[src/rtl/adc_meas_scheduler.sv]
// adc_meas_scheduler: issues periodic ADC triggers for a programmed number of
// runs (or continuously), counts completed runs, and buffers ADC output words
// in a small FIFO drained through a valid/ready handshake.
// Optional build macro: ADC_SCHED_OVF_STOP_EN (a FIFO overflow also requests
// a graceful stop of the running sequence).
module adc_meas_scheduler #(
    parameter int unsigned FIFO_DEPTH = 8,
    parameter int unsigned DW         = 32
) (
    input  logic                          clk,
    input  logic                          rst,
    input  logic                          start,
    input  logic                          stop,
    input  logic [31:0]                   period,
    input  logic [15:0]                   nburst,
    output logic                          adc_trigger,
    input  logic                          adc_done,
    input  logic                          adc_wr,
    input  logic [DW-1:0]                 adc_data,
    output logic                          m_valid,
    input  logic                          m_ready,
    output logic [DW-1:0]                 m_data,
    output logic                          busy,
    output logic                          overflow,
    output logic [15:0]                   run_count,
    output logic [$clog2(FIFO_DEPTH):0]   level
);

    localparam int unsigned AW = $clog2(FIFO_DEPTH);
    localparam int unsigned LW = AW + 1;

    typedef enum logic [1:0] {IDLE, TRIG, WAIT_DONE, GAP} state_t;

    state_t          state;
    logic            stop_pending;
    logic [31:0]     pcnt;
    logic [DW-1:0]   mem [FIFO_DEPTH];
    logic [AW-1:0]   wr_ptr;
    logic [AW-1:0]   rd_ptr;
    logic [AW-1:0]   rd_nxt;
    logic [LW-1:0]   level_nxt;
    logic [DW-1:0]   head_nxt;
    logic            pop;
    logic            push;
    logic            full;
    logic            ovf_set;
    logic            ovf_stop;
    logic            end_req;
    logic [15:0]     run_new;
    logic [32:0]     pcnt_inc;

    assign full     = (level == LW'(FIFO_DEPTH));
    assign pop      = m_valid && m_ready;
    assign push     = adc_wr && (!full || pop);
    assign ovf_set  = adc_wr && full && !pop;
    assign run_new  = run_count + 16'd1;
    assign pcnt_inc = {1'b0, pcnt} + 33'd1;
    assign end_req  = stop_pending || stop || ovf_stop;

`ifdef ADC_SCHED_OVF_STOP_EN
    assign ovf_stop = ovf_set;
`else
    assign ovf_stop = 1'b0;
`endif

    // Next occupancy, read pointer and head word; the head bypasses the array
    // when the word being written now becomes the new head.
    always_comb begin
        level_nxt = level;
        if (push && !pop) begin
            level_nxt = level + LW'(1);
        end else if (!push && pop) begin
            level_nxt = level - LW'(1);
        end
        rd_nxt = pop ? rd_ptr + AW'(1) : rd_ptr;
        if (push && (wr_ptr == rd_nxt)) begin
            head_nxt = adc_data;
        end else begin
            head_nxt = mem[rd_nxt];
        end
        if (level_nxt == '0) begin
            head_nxt = '0;
        end
    end

    // FIFO storage; contents need no reset because m_data is gated by level.
    always_ff @(posedge clk) begin
        if (push) begin
            mem[wr_ptr] <= adc_data;
        end
    end

    // FIFO pointers, occupancy and registered head/valid outputs.
    always_ff @(posedge clk) begin
        if (rst) begin
            wr_ptr  <= '0;
            rd_ptr  <= '0;
            level   <= '0;
            m_valid <= 1'b0;
            m_data  <= '0;
        end else begin
            if (push) begin
                wr_ptr <= wr_ptr + AW'(1);
            end
            rd_ptr  <= rd_nxt;
            level   <= level_nxt;
            m_valid <= (level_nxt != '0);
            m_data  <= head_nxt;
        end
    end

    // Sticky overflow flag, cleared when a new sequence starts.
    always_ff @(posedge clk) begin
        if (rst) begin
            overflow <= 1'b0;
        end else if ((state == IDLE) && start) begin
            overflow <= 1'b0;
        end else if (ovf_set) begin
            overflow <= 1'b1;
        end
    end

    // Sequencer FSM with registered Moore outputs, run counter and period counter.
    always_ff @(posedge clk) begin
        if (rst) begin
            state        <= IDLE;
            adc_trigger  <= 1'b0;
            busy         <= 1'b0;
            run_count    <= '0;
            stop_pending <= 1'b0;
            pcnt         <= '0;
        end else begin
            if (pcnt != '1) begin
                pcnt <= pcnt + 32'd1;
            end
            case (state)
                IDLE: begin
                    if (start) begin
                        state        <= TRIG;
                        adc_trigger  <= 1'b1;
                        busy         <= 1'b1;
                        run_count    <= '0;
                        stop_pending <= 1'b0;
                        pcnt         <= '0;
                    end
                end
                TRIG: begin
                    state       <= WAIT_DONE;
                    adc_trigger <= 1'b0;
                    if (stop || ovf_stop) begin
                        stop_pending <= 1'b1;
                    end
                end
                WAIT_DONE: begin
                    if (adc_done) begin
                        run_count <= run_new;
                        if (((nburst != 16'd0) && (run_new == nburst)) || end_req) begin
                            state <= IDLE;
                            busy  <= 1'b0;
                        end else begin
                            state <= GAP;
                        end
                    end else if (stop || ovf_stop) begin
                        stop_pending <= 1'b1;
                    end
                end
                GAP: begin
                    if (end_req) begin
                        state <= IDLE;
                        busy  <= 1'b0;
                    end else if (pcnt_inc >= {1'b0, period}) begin
                        state       <= TRIG;
                        adc_trigger <= 1'b1;
                        pcnt        <= '0;
                    end
                end
                default: begin
                    state       <= IDLE;
                    adc_trigger <= 1'b0;
                    busy        <= 1'b0;
                end
            endcase
        end
    end

endmodule
[config.mk]
export PLATFORM = sky130hd
export DESIGN_NAME = adc_meas_scheduler
export DESIGN_NICKNAME = d
export VERILOG_FILES = /design/src/rtl/adc_meas_scheduler.sv
export SDC_FILE = /design/constraint.sdc
export NUM_CORES = 1
export LEC_CHECK = 0
export ABC_AREA = 0
export CAP_MARGIN = 10
export CORE_MARGIN = 2
export CORE_UTILIZATION = 29
export DETAILED_ROUTE_END_ITERATION = 10
export GPL_ROUTABILITY_DRIVEN = 0
export HOLD_SLACK_MARGIN = 0.1
export SLEW_MARGIN = 0
export SYNTH_ARGS = -nofsm -noshare
export SYNTH_HDL_FRONTEND = slang
export SYNTH_SLANG_ARGS = --single-unit
[constraint.sdc]
create_clock -name clk -period 7.15 [get_ports clk]
set_input_delay 1.43 -clock clk [delete_from_list [all_inputs] [get_ports clk]]
set_output_delay 1.43 -clock clk [all_outputs]
set_load 0.02 [all_outputs]
[Word level (Yosys, flattened, before mapping)]
Memories as Yosys holds them, arrays and structs flattened. A register that Yosys moved wholly into a read port is not among the register bits.
Cells that the tools add are included.
Widths: inputs -> output; s select.
Cells by class
  add/subtract/negate cells: 7
  order comparisons: 1
  equality and inequality tests: 14
  muxes and demuxes: 31
  reductions and logical operators: 29
Operator list (count)
  $mux 32: 4
  $pmux 32 s2: 1
  $add 32x1->33 const B: 1
  $ge 33x32->1: 1
  $add 32x1->32 const B: 1
  $mux 16: 2
  $ne 32x32->1 const B: 1
  $pmux 16 s2: 1
  $add 16x1->16 const B: 1
  $eq 16x16->1: 1
  $reduce_bool 16->1: 1
  $ne 2x2->1 const B: 7
  $mux 1: 11
  $mux 2: 5
  $pmux 1 s3: 3
  $reduce_and 3->1: 3
  $reduce_bool 3->1: 3
  $logic_and 1x1->1: 8
  $mux 4: 2
  $pmux 2 s4: 1
  $add 3x1->3 const B: 2
  $reduce_and 5->1: 1
  $add 4x1->4 const B: 1
  $eq 2x2->1 const B: 2
  other kinds (13): 18
Storage, ports and cells
  flip-flop bits (word level): 65
  memory bits (writable): 256
  input bits: 87
  output and inout port bits: 56
  word-level logic and storage cells: 94
  memories: 1
Memory list
  mem: words 8, bits a word 32, read ports 1, clocked after memory_dff 1, wr ports 1, RTL line 37  | logic [DW-1:0] mem [FIFO_DEPTH];

[Longest topological paths before layout]
  depth in word-level cells: 10
  depth in mapped cells: 15
  depth with buffers taken out: 13

[Least setup slack after synthesis]
Ideal clock, no wire load.
  path type: input-to-reg
  from: input port m_ready
  to: memory mem[0][0] (enable)
  library setup time: 501 ps
  arrival: 4911 ps
  required time: 6649 ps
  path slack: 1738 ps
  stages: 4
  buffers on the path: 1
  path through: and2_1 > buf_2 > o31ai_2 > nor4_1
Between the ends
  cells in the longest elaborated chain, start to end: 5
Ends and longest elaborated chain
  start, declared: RTL line 21  | input logic m_ready,
  $logic_and 1x1->1: RTL line 53  | assign pop = m_valid && m_ready;
  $logic_or 1x1->1: RTL line 54  | assign push = adc_wr && (!full || pop);
  $logic_and 1x1->1: RTL line 54
  $mux 1: RTL line 88  | if (push) begin
  $mux 1 (implied by the code): RTL line 89  | mem[wr_ptr] <= adc_data;
  end, declared: RTL line 37
Every way passes these cells.

[Worst setup path after layout]
  from: register pcnt[0]
  to: register pcnt[22]
Between the ends
  cells in the longest elaborated chain, start to end: 5
  elaborated cells on any way between the ends: 9
  classes of those cells: 2 x add/sub; 1 x order compare; 1 x eq/ne; 5 x mux
Ends and longest elaborated chain
  start, declared: RTL line 36  | logic [31:0] pcnt;
  start signal, assigned: RTL line 134  | pcnt <= pcnt + 32'd1;
  $add 32x1->33 (tied with other cells): RTL line 57  | assign pcnt_inc = {1'b0, pcnt} + 33'd1;
  $ge 33x32->1 or $mux 32 (tied branches): RTL line 171, 133
  $mux 32: RTL line 171  | end else if (pcnt_inc >= {1'b0, period}) begin
  $mux 32: RTL line 168  | if (end_req) begin
  $pmux 32 s2 (*): RTL line 136  | case (state)
Every way passes the cells marked *; elsewhere a longest branch is shown, timed or not.
A chain may end at the register's enable or synchronous reset.

==> impl_metrics.py <==
metrics = {
    "timing": {
        "skew_ps": 21.7,
        "setup_tns_ps": 0,
        "maxSlewHeadroom": 0.294,
        "rsz0062_at_grt": "false",
        "worst_pin_slew_ps": 1050,
        "holdWs_ps": 529,
        "clock.fmax_ghz": 0.234,
        "period_minus_slack_ps": 4280,
        "min_period_over_period": 0.599,
        "hold_violations": 0,
        "maxSlewViolCount": 0,
        "setup_viol_count_final": 0,
    },
    "worst_setup_path": {
        "cp-end-kind": "flip-flop",
        "cp_slowest_stage_delay_ps": 610,
        "startpoint": "pcnt[0]",
        "cp.required_ps": 7620,
        "critPathTopFamily": "compound AO/OA/AOI/OAI gates",
        "critPathArrivalTime_ps": 4750,
        "critPathMaxFanout": 32,
        "crit_chain": "ha_1 > and3_1 > nand4_1 > nor3_1 > xor2_1 > ha_1 > nand4_1 > nor3_1 > a31o_2 > a21o_1 > a211o_1 > a211o_2 > a21oi_1",
        "r2r_start": "pcnt[0]",
        "path_class": "reg2reg",
        "crit_buf_inv": 0,
        "cp_slowest_cell": "a211o_2",
        "start_kind": "flip-flop",
    },
    "cells_and_area": {
        "final_util": 0.360,
        "finalNetCount": 1383,
        "drive_above_1_share": 0.123,
        "fin_cells": 1972,
        "syn2layout_area_growth_pct": 23.0,
        "antennaDiodeCount": 0,
    },
    "cts": {
        "clockBufferDepth": 3,
        "ctsHoldBuffers": 0,
        "cts_resized": 0,
        "clockRootBuffer": "clkbuf_16",
        "clk_pin_slew_worst_paths_ps": 60,
        "cts_setup_buffers": 0,
        "numCtsBuffers": 39,
        "numClockSinks": 353,
        "clk_latency_ps": 550,
        "cts_htree_levels": 2,
        "cts_tree": "yes",
    },
    "global_route": {
        "grt_usage": 0.131,
        "overflow": 0,
        "antenna_found_initial": 2,
        "grt_pass1_wl_um": 55200,
        "grt_max_degree": 67,
        "grt_pass1_vias": 9713,
    },
    "synth": {
        "yosysWarnings": 0,
        "synth_cell_type_count": 58,
        "synth_nets": 1238,
        "postSynth.asyncResetShare": 0,
        "synth_area_per_cell_sq_um": 13.9,
        "synth_seq_area_share": 0.627,
        "synth_ff_type": "edfxtp_1",
        "synth.cell_area_sq_mm": 0.0154,
        "synth_edf_count": 256,
        "synth_cells": 1108,
        "ys_ff_latch": 353,
    },
    "die": {
        "die_y_um": 234,
        "initial_core_util": 0.293,
        "die_area_sq_mm": 0.0548,
        "rows": 84,
        "die_w_um": 234,
        "core_sq_mm": 0.0524,
        "io-pin-count": 143,
    },
    "power_and_ir_drop": {
        "p_per_area_mw_per_mm2": 297,
        "peakVddDrop_uv": 230,
        "power_mw": 5.60,
        "seqPwrFrac": 0.433,
        "p_sw_mw": 1.56,
        "share_comb_of_total_power": 0.212,
        "p_leak_nw": 6.67,
        "p_sw_frac": 0.278,
        "power_frac_clock": 0.356,
        "p_int_mw": 4.05,
    },
    "drt": {
        "routed_via_density": 4.88,
        "drt_wl_total_um": 36200,
        "vias": 9618,
        "drt_iter0_drc": 607,
        "dr.pass1.iters": 5,
        "wl_per_cell_um": 18.3,
        "drcViolationCount": 0,
        "final_antenna_net_count": 0,
    },
    "status": {
        "status": "finished clean",
    },
    "worst_hold_path": {
        "hp-class": "reg2reg",
        "holdCritStartpoint": "stop_pending",
    },
    "placement": {
        "dp.final_hpwl_um": 21800,
        "numPortBuffers": 142,
        "numPlacedInstances": 1900,
    },
    "run": {
        "drv_cap": 0,
    },
}
cell usage in the layout (no fill, tap or decap), types with 3 or more instances in the layout:
cell             count
inv_1               47
ha_1                43
nand3_1             19
clkinv_4             3
nand2_1             46
xnor2_1             39
nor3_1              16
clkdlybuf4s50_1    142
edfxtp_1           256
nor2_1             110
and3_1               5
nor2b_1              5
and4_1               6
a21oi_1             64
and2_1               5
mux4_2              64
o21ai_0             27
buf_4               14
a21o_1               4
a211oi_1            37
clkbuf_1            15
dfxtp_1             97
clkbuf_8             5
clkbuf_16           39
a31o_2               3
inv_6                3
o211ai_1             4
a31oi_1              7
nor2_4               3
nand2b_1             5
a311oi_1             3
a22oi_1              4
nor3_2               5
or3_1                4
nand4_1             32
xor2_1              22
mux2i_1             33
nor4_1               7
Yosys cell counts, drive strengths merged (4+ instances only):
cell	instances	area share
edfxtp	256	0.50
nor2	113	0.028
dfxtp	97	0.13
a21oi	64	0.021
mux4	64	0.094
inv	47	0.011
nand2	47	0.012
ha	43	0.035
xnor2	40	0.023
a211oi	37	0.018
mux2i	34	0.022
nand4	32	0.013
clkbuf	30	0.0073
o21ai	29	0.0094
buf	23	0.0084
xor2	23	0.014
nor3	21	0.0072
nand3	20	0.0073
nor4	9	0.0041
a31oi	7	0.0029
and4	6	0.0034
and2	5	0.0020
and3	5	0.0020
nand2b	5	0.0020
nor2b	5	0.0020
or3	5	0.0021
a21o	4	0.0020
a22oi	4	0.0020
o211ai	4	0.0020
power groups by stage:
stage                     Combinational (mW)  Sequential (mW)  Clock (mW)
after floorplan                        0.679             2.54           0
after global placement                  1.19             2.47           0
after detailed placement                1.21             2.47           0
after CTS                               1.21             2.43        2.06
after global routing                    1.30             2.44        2.13
final                                   1.19             2.42        1.99
sequential cells by signal, summed over array words and instances (netlist names), 2 cells and up:
register	count
mem	256
level	4
state	2
wr_ptr	3
run_count	16
m_data	32
pcnt	32
rd_ptr	3
metal layers:
layer	track usage	wire length (um)
met5	0	16
met2	0.223	17500
met1	0.165	15600
met4	0.0350	672
met3	0.0337	2330
per-stage QoR:
stage	instance area, sq um	worst slack (ps)
floorplan	15400	1740
global placement	17600	2650
detailed placement	17600	2590
CTS	18900	2860
global route	18900	2520
finish	18900	2870
worst min-delay path, delay by kind of cell (launching register included):
kind	cells	cell delay (ps)
compound gates	2	170
flops	1	310
kinds of logic after synthesis:
family	share of synthesized area
AO/OA/AOI/OAI	0.0711
XOR/XNOR	0.0364
adder cells (fa/ha/maj)	0.0350
buffers and inverters	0.0272
flip-flops	0.627
multiplexers	0.116
AND/OR/NAND/NOR	0.0873
final timing paths:
path         slack (ps)      endpoint  cells after the start
max                2870      pcnt[22]                     13
min                 530  stop_pending                      2
max reg2reg        2870      pcnt[22]                     13
min reg2reg         530  stop_pending                      2
layout make-up:
cell class,instances,area [sq um]
Clock buffer,59,1100
Inverter,47,176
Sequential cell,353,9630
Clock inverter,13,171
Fill cell,4966,33600
Multi-Input combinational cell,655,5410
Timing Repair Buffer,157,1550
Tap cell,688,861
No activity file was read; power rests on OpenSTA's default activity.
